File: src/rtl/bus_mux_arbiter_8_pkg.sv
// Shared types and constants for the 8-source bus mux arbiter family.
package bus_arb_pkg;

    localparam int unsigned NUM_SRC = 8;
    localparam int unsigned SEL_W   = 3;

    typedef enum logic [1:0] {
        ST_IDLE    = 2'd0,
        ST_GRANT   = 2'd1,
        ST_RELEASE = 2'd2
    } arb_state_e;

    // One-hot decode of a source index.
    function automatic logic [NUM_SRC-1:0] sel_to_onehot(input logic [SEL_W-1:0] s);
        return NUM_SRC'(1) << s;
    endfunction

endpackage

File: src/rtl/bus_mux_arbiter_8_if.sv
// Request/grant/select bundle between requesters and the bus mux arbiter.
interface bus_mux_arbiter_8_if;
    import bus_arb_pkg::*;

    logic [NUM_SRC-1:0] req;
    logic [NUM_SRC-1:0] gnt;
    logic [SEL_W-1:0]   sel;
    logic               busy;

    modport master (output req, input gnt, input sel, input busy);
    modport slave  (input req, output gnt, output sel, output busy);

endinterface

File: src/rtl/bus_mux_arbiter_8_rr_pick8.sv
// Combinational round-robin picker: first set req bit after index 'last', wrapping.
module rr_pick8
    import bus_arb_pkg::*;
(
    input  logic [NUM_SRC-1:0] req,
    input  logic [SEL_W-1:0]   last,
    output logic               any,
    output logic [SEL_W-1:0]   idx
);

    logic [SEL_W-1:0] w_cand;

    // Walk from lowest to highest priority so the highest-priority hit is written last.
    always_comb begin
        any    = |req;
        idx    = last;
        w_cand = last;
        for (int k = int'(NUM_SRC); k > 0; k--) begin
            w_cand = last + SEL_W'(k);
            if (req[w_cand]) begin
                idx = w_cand;
            end
        end
    end

endmodule

File: src/rtl/bus_mux_arbiter_8.sv
// Round-robin bus arbiter with hold timeout and one dead cycle between owners;
// drives the one-hot grant and 3-bit select of a downstream 8:1 mux.
module bus_mux_arbiter_8
    import bus_arb_pkg::*;
#(
    parameter int unsigned HOLD_MAX = 15
) (
    input  logic               sysclk,
    input  logic               sys_rst_n,
    bus_mux_arbiter_8_if.slave bus
);

    localparam int unsigned CNT_W = (HOLD_MAX < 1) ? 1 : $clog2(HOLD_MAX + 1);

    arb_state_e       r_state;
    arb_state_e       w_state_nxt;
    logic             r_valid;
    logic             w_valid_nxt;
    logic [SEL_W-1:0] r_sel;
    logic [SEL_W-1:0] w_sel_nxt;
    logic [SEL_W-1:0] r_last;
    logic [SEL_W-1:0] w_last_nxt;
    logic [CNT_W-1:0] r_cnt;
    logic [CNT_W-1:0] w_cnt_nxt;

    logic             w_any;
    logic [SEL_W-1:0] w_idx;
    logic             w_owner_req;
    logic             w_others;
    logic             w_timeout;

    rr_pick8 u_pick (
        .req  (bus.req),
        .last (r_last),
        .any  (w_any),
        .idx  (w_idx)
    );

    assign w_owner_req = bus.req[r_sel];
    assign w_others    = |(bus.req & ~sel_to_onehot(r_sel));
    assign w_timeout   = (HOLD_MAX != 0) && (r_cnt == CNT_W'(HOLD_MAX - 1));

    // State register.
    always_ff @(posedge sysclk or negedge sys_rst_n) begin
        if (!sys_rst_n) begin
            r_state <= ST_IDLE;
        end else begin
            r_state <= w_state_nxt;
        end
    end

    // Next-state logic.
    always_comb begin
        w_state_nxt = r_state;
        unique case (r_state)
            ST_IDLE:    if (w_any) w_state_nxt = ST_GRANT;
            ST_GRANT:   if (!w_owner_req || (w_timeout && w_others)) w_state_nxt = ST_RELEASE;
            ST_RELEASE: w_state_nxt = w_any ? ST_GRANT : ST_IDLE;
            default:    w_state_nxt = ST_IDLE;
        endcase
    end

    // Next values of the output, priority and hold-counter registers.
    always_comb begin
        w_valid_nxt = (w_state_nxt == ST_GRANT);
        w_sel_nxt   = r_sel;
        w_last_nxt  = r_last;
        w_cnt_nxt   = r_cnt;
        if ((r_state != ST_GRANT) && (w_state_nxt == ST_GRANT)) begin
            w_sel_nxt  = w_idx;
            w_last_nxt = w_idx;
            w_cnt_nxt  = '0;
        end else if ((r_state == ST_GRANT) && (r_cnt != CNT_W'(HOLD_MAX))) begin
            w_cnt_nxt = r_cnt + CNT_W'(1);
        end
    end

    // Output and bookkeeping registers; reset makes source 0 first in line.
    always_ff @(posedge sysclk or negedge sys_rst_n) begin
        if (!sys_rst_n) begin
            r_valid <= 1'b0;
            r_sel   <= '0;
            r_last  <= SEL_W'(NUM_SRC - 1);
            r_cnt   <= '0;
        end else begin
            r_valid <= w_valid_nxt;
            r_sel   <= w_sel_nxt;
            r_last  <= w_last_nxt;
            r_cnt   <= w_cnt_nxt;
        end
    end

    assign bus.gnt  = sel_to_onehot(r_sel) & {NUM_SRC{r_valid}};
    assign bus.sel  = r_sel;
    assign bus.busy = r_valid;

endmodule
File: src/flat_wrapper.sv
// flat-port wrapper written by rule: the top's interface ports become plain ports
module bus_mux_arbiter_8_flat import bus_arb_pkg::*;
#(
    parameter int unsigned HOLD_MAX = 15
)
  (sysclk, sys_rst_n, bus_req, bus_gnt, bus_sel, bus_busy);
  bus_mux_arbiter_8_if bus_i ();
  input  logic sysclk;
  input  logic sys_rst_n;
  input wire logic [$bits(bus_i.req)-1:0] bus_req;
  output wire logic [$bits(bus_i.gnt)-1:0] bus_gnt;
  output wire logic [$bits(bus_i.sel)-1:0] bus_sel;
  output wire logic [$bits(bus_i.busy)-1:0] bus_busy;
  assign bus_i.req = bus_req;
  assign bus_gnt = bus_i.gnt;
  assign bus_sel = bus_i.sel;
  assign bus_busy = bus_i.busy;
  bus_mux_arbiter_8 #(.HOLD_MAX(HOLD_MAX)) u_core (.sysclk(sysclk), .sys_rst_n(sys_rst_n), .bus(bus_i));
endmodule
File: config.mk
export PLATFORM = sky130hd
export DESIGN_NAME = bus_mux_arbiter_8_flat
export DESIGN_NICKNAME = d
export VERILOG_FILES = /design/src/rtl/bus_mux_arbiter_8_pkg.sv /design/src/rtl/bus_mux_arbiter_8_if.sv /design/src/rtl/bus_mux_arbiter_8_rr_pick8.sv /design/src/rtl/bus_mux_arbiter_8.sv /design/src/flat_wrapper.sv
export SDC_FILE = /design/constraint.sdc
export NUM_CORES = 1
export LEC_CHECK = 0
export CORE_ASPECT_RATIO = 1.2
export CORE_MARGIN = 5
export CORE_UTILIZATION = 50
export DETAILED_ROUTE_END_ITERATION = 8
export PLACE_DENSITY = 0.74
export SYNTH_ARGS = -nofsm -noshare
export SYNTH_HDL_FRONTEND = slang
export SYNTH_SLANG_ARGS = --single-unit
File: constraint.sdc
create_clock -name sysclk -period 2.7 [get_ports sysclk]
set_clock_uncertainty 0.05 [all_clocks]
set_input_delay 0.405 -clock sysclk [delete_from_list [all_inputs] [get_ports sysclk]]
set_output_delay 0.405 -clock sysclk [all_outputs]
set_load 0.02 [all_outputs]
== After elaboration in Yosys (flattened, before gate mapping) ==
Cells that the tools add are included.

* Register bits after elaboration: 13
* Bits of input ports: 10
* Output and inout port bits: 12
* Logic and storage cells: 69

* Add/subtract/negate cells: 8
* Order comparisons: 8
* Equal/unequal tests: 6
* Shifts and indexed selects: 1
* Mux-type cells: 29
* Bitwise logic cells: 3
* Reductions and logical operators: 9

{| class="wikitable"
|+ Operators by type and width
! operator !! count
|-
| < comparator 3 x 4 -> 1 bit (second input constant) || 8
|-
| binary-select mux 1 bit (select 3 bit) || 8
|-
| two-way mux 3 bit || 7
|-
| bitwise AND 8 bit || 2
|-
| OR reduction 8 bit || 2
|-
| adder 3 bit (second input constant) || 4
|-
| two-way mux 1 bit || 9
|-
| two-way mux 4 bit || 2
|-
| NOT 8 bit || 1
|-
| << shifter 1 x 3 -> 8 bit (first input constant) || 1
|-
| adder 3 x 2 -> 3 bit (second input constant) || 2
|-
| case mux 2 bit (3 select lines) || 1
|-
| adder 4 x 1 -> 4 bit (second input constant) || 1
|-
| equality test 2 x 1 -> 1 bit (second input constant) || 2
|-
| equality test 4 bit (second input constant) || 1
|-
| two-way mux 2 bit || 2
|-
| inequality test 4 bit (second input constant) || 1
|-
| adder 3 x 1 -> 3 bit (second input constant) || 1
|-
| logical AND 1 bit || 3
|-
| equality test 2 bit (second input constant) || 1
|-
| zero test 2 bit || 1
|-
| inequality test 2 x 1 -> 1 bit (second input constant) || 1
|-
| nonzero test 2 bit || 1
|-
| zero test 1 bit || 1
|-
| logical OR 1 bit || 1
|}

== Logic depth before layout (Yosys ltp) ==
Gate-level depths: netlist of run 1.

* Word-level depth: 11
* Mapped depth: 10
* Gate-level depth less buffers: 7

== By module ==
From an unflattened synthesis of run 1, not the netlist that was laid out.

* Cells, all modules: 184
* Area, all modules: 1706.6 µm²

{| class="wikitable"
|+ Modules (own cells, without submodules)
! module !! times used !! cells each !! area an instance (µm²) !! seq. area each (µm²)
|-
| rr_pick8 || 1 || 101 || 904.6 || 0.0
|-
| bus_mux_arbiter_8 || 1 || 83 || 802.0 || 329.1
|}

== Worst setup path before layout of run 1 ==
No wires, ideal clock.

* Path kind: reg-to-reg
* From: reg u_core.r_last[0]
* To: reg u_core.r_sel[1] (netlist: u_core.bus.sel[1])
* Library setup time: 0.142 ns
* Data arrival time: 2.671 ns
* Setup slack: -0.163 ns
* Cell stages (with the launch flop): 11
* Cells stage by stage: dfstp_2 buf_6 buf_8 inv_1 ha_1 buf_6 mux4_2 mux2i_4 nand4_2 a2111oi_2 a221oi_1

* Word-level cells in the longest chain between the ends: 10
* Elaborated cells on any way between the ends: 28
* Classes of those cells: 7 x add/sub; 21 x mux

{| class="wikitable"
|+ Ends and longest elaborated chain
! what !! RTL line !! RTL
|-
| start, declared || bus_mux_arbiter_8.sv:21 || <nowiki>logic [SEL_W-1:0] r_last;</nowiki>
|-
| start signal, assigned || bus_mux_arbiter_8.sv:83 || <nowiki>r_last <= SEL_W'(NUM_SRC - 1);</nowiki>
|-
| start signal, assigned || bus_mux_arbiter_8.sv:88 || <nowiki>r_last <= w_last_nxt;</nowiki>
|-
| adder 3 bit || bus_mux_arbiter_8_rr_pick8.sv:19 || <nowiki>w_cand = last + SEL_W'(k);</nowiki>
|-
| binary-select mux 1 bit (select 3 bit) || bus_mux_arbiter_8_rr_pick8.sv:20 || <nowiki>if (req[w_cand]) begin</nowiki>
|-
| two-way mux 1 bit (not written as such) || bus_mux_arbiter_8_rr_pick8.sv:20 ||
|-
| two-way mux 3 bit (6 in a row) || bus_mux_arbiter_8_rr_pick8.sv:20 ||
|-
| two-way mux 3 bit (*) || bus_mux_arbiter_8_rr_pick8.sv:20 ||
|-
| end signal, assigned || bus_mux_arbiter_8.sv:87 || <nowiki>r_sel <= w_sel_nxt;</nowiki>
|-
| end, declared || bus_mux_arbiter_8.sv:19 || <nowiki>logic [SEL_W-1:0] r_sel;</nowiki>
|}

Every way passes the cells marked *; elsewhere a longest branch is shown, timed or not. The select of a mux whose other input is x is not followed.
A chain may end at the register's enable or synchronous reset.

== Worst setup path in the final report of run 1 ==
Same ends and word-level chain as after synthesis.

==> impl_metrics.toml, run 1 <==
[final_layout]
diodes = 0
layout-drive-gt1-share = 0.2793
area_growth_pct = 20.37
final_core_util = 0.6124
final_nets = 237
fin_cells = 261
fin_area_um2 = 2188

[timing]
slew_viol_final = 0
setup_viol = 0
slew_headroom = 0.6022
tightestPinTransition_ns = 0.5949
rsz0062_at_grt = "no"
period_needed_ns = 2.600
final-hold-violation-count = 0
fmax_mhz = 384.6
period_share = 0.9630

[global_routing]
grt_pass1_wl_mm = 7.969
grt_usage = 0.1996
grt_pass1_vias = 1674
antenna_found_initial = 0
grt_start_max_net_pins = 18
gr-total-overflow = 0

[clocking]
cts_buffer_depth = 2
ctsHtreeMaxLevel = 1
clock_sinks = 13
clkTransAtPathRegs_ns = 0.05
cts_buffers = 3
cts_hold_buf = 0
cts_tree = "built"
clock_latency_ns = 0.24
post_cts_buffers = 0
clock-root-buffer = "clkbuf_8"
cts-resized-gates = 0

[power]
vdd_ir_drop_max_uv = 575.5
pwr_density_cell_nw_per_um2 = 1587
p_leak_nw = 0.8627

[worst_setup_path]
crit_arrival_ns = 2.65
path_max_fanout = 5
start_kind = "flop"
r2r-start = "u_core.r_last[0]"
r2r_setup_slack_ns = 0.1
worstSetupEndpointType = "flop"
worstSetupPathType = "flop to flop"
required_ns = 2.75
worst_r2r_endpoint = "u_core.bus.sel[1]"
reg2regPathDepth = 8
startpoint = "u_core.r_last[0]"

[placed_design]
placed_cells = 257
dpl_cell_area_um2 = 2142
io_buffers = 21
routabilityCongestion = 0.9513
dp_hpwl_mm = 3.688

[synth]
asyncSetResetFlopFracSynth = 1.000
yosysWarnings = 0
synth_edf_count = 0
synth.most_common_cell = "nor2_1"
seq_area_frac_synth = 0.1810
synthTopCellsByCount = "nor2_1 (20), nand2_1 (15), inv_1 (12), mux4_2 (12), dfrtp_1 (10)"
yosys.area.top_type = "mux4_2"
syn-num-nets = 205
synthFlopType = "dfrtp_1"
synth_area_leaders = "mux4_2 (15%), dfrtp_1 (14%), mux2i_1 (5.0%), dfstp_2 (4.3%), nor2_1 (4.1%)"
avgSynthCellArea_um2 = 9.518
synth_cell_type_count = 56
syn-cell-area_um2 = 1818
ys_seq_elements = 13
synthCells = 191
netlist.area_leader.share = 0.1487

[outcome]
status = "finished, final reports clean"

[routing]
drcViolationCount = 0
antenna_left = 0
firstDrtPassIters = 4
detail_route.vias_per_cell = 6.605
vias = 1724
wl_mm = 4.738
drtIter0Drc = 215
drt-wirelength-per-cell_um = 18.15

[floorplanning]
io_pins = 22
start_util = 0.5088
dieArea_um2 = 4947
die_width_um = 65.05
die_h_um = 76.06
coreArea_um2 = 3573
core.rowCount = 24

[min_path]
hp-class = "input pin to async pin"

[run]
max_cap_violations = 0
cells by family (layout without fill, tap and decap cells):
kind of cell	after synthesis	in the layout	synth area share
flip-flops	13	13	0.1810
multiplexers	30	30	0.2684
adder cells (fa/ha/maj)	4	4	0.02753
buffers and inverters	29	60	0.1136
AO/OA/AOI/OAI	42	42	0.1879
XOR/XNOR	6	6	0.03717
AND/OR/NAND/NOR	67	67	0.1844
power by group:
| part | internal [mW] | switching (mW) |
|---|---|---|
| logic | 1.39 | 1.47 |
| clock network | 0.102 | 0.0699 |
| registers | 0.302 | 0.142 |
| total | 1.79 | 1.68 |
sequential cells by signal, summed over array words and instances (netlist names):
signal and flops:
u_core.bus.busy 1, u_core.bus.sel 3, u_core.r_cnt 4, u_core.r_last 3, u_core.r_state 2
placed cells by master, fill, tap and decap left out, types with 4 or more instances in the layout:
cell type,n
nor2_1,20
nand2_1,15
mux4_2,12
clkdlybuf4s50_1,21
mux2i_1,9
dfrtp_1,10
inv_1,10
o21ai_0,4
buf_4,22
nor3_1,6
a21oi_1,5
nand4_1,4
nand3_1,5
a221oi_1,5
a31oi_1,5
layout make-up:
cell class,count,area [um^2]
Clock buffer,3,41.29
Clock inverter,1,5.005
Fill cell,310,1385
Inverter,12,47.55
Multi-Input combinational cell,149,1321
Sequential cell,13,329.1
Tap cell,39,48.80
Timing Repair Buffer,44,395.4
stage by stage:
stage	hold WS (ns)	power, mW	setup TNS (ns)	worst slack, ns
after floorplan	0.05941	2.570	-0.2148	-0.1117
after global placement	0.4999	3.209	0	0.03983
after detailed placement	0.5084	3.274	-0.01392	-0.01091
after CTS	0.5002	3.467	0	0.08545
after global routing	0.5337	3.722	0	0.003694
final	0.4899	3.472	0	0.09993
critical path: stages (launching register included):
cell	delay (ns)
dfstp_2	0.55
inv_4	0.05
ha_4	0.30
mux4_2	0.53
buf_4	0.17
mux2i_4	0.21
nand4_2	0.17
a2111oi_4	0.26
a221oi_1	0.15
worst max path at each step:
stage | endpoint | slack [ns] | depth (start not counted)
finish | u_core.bus.sel[1] | 0.1 | 8
global route | u_core.bus.sel[1] | 0.004 | 8
CTS | u_core.bus.sel[0] | 0.09 | 9
detailed placement | u_core.bus.sel[0] | -0.01 | 6
global placement | u_core.bus.sel[0] | 0.04 | 6
floorplan | u_core.r_last[1] | -0.11 | 10
routing by layer:
layer  routed length, um  vias to the layer above  part of all wire  GRT usage
met4                 106                        0             0.022    0.08506
li1                    -                      796                 -          -
met1                1971                      847              0.42     0.2640
met2                2413                       67              0.51     0.3316
met3                 247                       14             0.052    0.01475
met5                   0                        -                 0          0
(Power assumes the default switching activity.)
==> run 2: changes to the inputs <==
- CORE_MARGIN: 5 -> not set
- CTS_BUF_LIST: not set -> sky130_fd_sc_hd__clkbuf_4
==> run 2 against run 1 <==
  * Worst hold slack lost 0.045 ns
  * Clock-buffer cell count rose by 1
  * Die area fell by 22%
  * Sequential share of layout area fell by 0.14 points
  * Via count increased by 0.46%
  * Maximum frequency fell by 2.4%
  * Register-to-register slack got worse by 0.06 ns
  * Routed wire length increased by 4.7%
  * Critical path depth is the same
  * Sequential cell count is the same
==> impl_metrics.toml, run 2 (synthesized netlist as in run 1, its figures left out) <==
[floorplanning]
coreArea_um2 = 3396
die_width_um = 57.05
io_pins = 22
dieArea_um2 = 3882
core.rowCount = 23
start_util = 0.5354
die_h_um = 68.06

[routing]
firstDrtPassIters = 4
drtIter0Drc = 195
top_layer = "met4"
wl_mm = 4.962
wl_met1_mm = 1.911
detail_route.vias_per_cell = 6.611
antenna_left = 0
drt-wirelength-per-cell_um = 18.94
vias = 1732
wl_met2_mm = 2.586
met3_wirelength_um = 235
drcViolationCount = 0

[worst_setup_path]
crit_arrival_ns = 2.80
path_max_fanout = 5
required_ns = 2.83
start_kind = "flop"
worstSetupEndpointType = "flop"
r2r_setup_slack_ns = 0.04
worstSetupPathType = "flop to flop"

[placed_design]
placed_cells = 254
dp_hpwl_mm = 3.903
post-place-ws_ns = -0.009325
io_buffers = 21
routabilityCongestion = 0.9870

[global_routing]
gr-total-overflow = 0
antenna_found_initial = 0
grt_start_max_net_pins = 26
grt_usage = 0.2708
grt_pass1_vias = 1690
grt_pass1_wl_mm = 8.045

[final_layout]
top_register = "u_core.r_cnt"
largest_register_ffs = 4
layout-drive-gt1-share = 0.3067
fin_cells = 262
final_cell_mix = "buf_4 (24), clkdlybuf4s50_1 (21), nor2_1 (20)"
multi_input_area_um2 = 1343
final_nets = 240
diodes = 0
fillers = 264
layout_commonest_cell = "buf_4"
register_area_um2 = 329.1
area_growth_pct = 21.47

[timing]
setup_viol = 0
fin_ws_ns = 0.03632
final-hold-violation-count = 0
fin_tns_setup_ns = 0
tightestPinTransition_ns = 0.5833
period_share = 0.9865
period_needed_ns = 2.664
slew_viol_final = 0
slew_headroom = 0.6099
rsz0062_at_grt = "yes"
fmax_mhz = 375.4

[clocking]
clock-root-buffer = "clkbuf_4"
cts_hold_buf = 0
cts_buffers = 3
clock_latency_ns = 0.28
clock_sinks = 13
cts_buffer_depth = 2
cts_tree = "built"
clkTransAtPathRegs_ns = 0.08
ctsHtreeMaxLevel = 1

[run]
max_cap_violations = 0

[outcome]
status = "finished, final reports clean"

[min_path]
hp-class = "input pin to async pin"
[run 2: worst max-delay path, stage by stage, from the launching register on]
cell and delay (ns):
dfstp_2 0.57, inv_4 0.05, ha_4 0.30, mux4_2 0.52, buf_4 0.16, mux2_4 0.29
o22ai_2 0.18, o221ai_2 0.13, a221oi_1 0.32
[run 2: layout make-up]
class                      instances  area share
multi-input combinational        149      0.6079
timing repair buffer              47      0.1870
sequential                        13      0.1490
inverter                          12     0.02153
tap                               37     0.02096
clock buffer                       4     0.01360
[run 2: per-layer routing]
layer	vias to the layer above	GRT usage
met3	23	0.03214
met5	-	0
met1	837	0.3091
met2	75	0.4941
met4	0	0.1524
li1	797	-
[run 2: final timing paths]
path,start,end,depth (start not counted)
max in group asynchronous,sys_rst_n,u_core.bus.sel[0],1
min reg2reg,u_core.r_cnt[3],u_core.r_cnt[3],2
max reg2reg,u_core.r_last[0],u_core.r_last[1],8
min in group sysclk,u_core.r_cnt[3],u_core.r_cnt[3],2
max,u_core.r_last[0],u_core.r_last[1],8
min,sys_rst_n,u_core.bus.sel[2],1
[run 2: per-stage QoR]
stage                     cell area [um^2]  hold WS, ns    util
after global routing                  2208       0.4735  0.6503
after detailed placement              2120       0.5248  0.6242
after CTS                             2150       0.4579  0.6330
final                                 2208       0.4445  0.6503
after global placement                2120       0.5000  0.6242
after floorplan                       1859      0.05941       -
[run 2: repair_timing]
item | CTS | global route
gates resized for setup | 0 | 7
setup endpoints to repair | 0 | 5
endpoints found under the hold margin | 0 | 0
buffers inserted | 0 | 4
Power of run 2 is not shown: default switching activity piles up to over one toggle a cycle in this logic, so the estimate is an artifact.
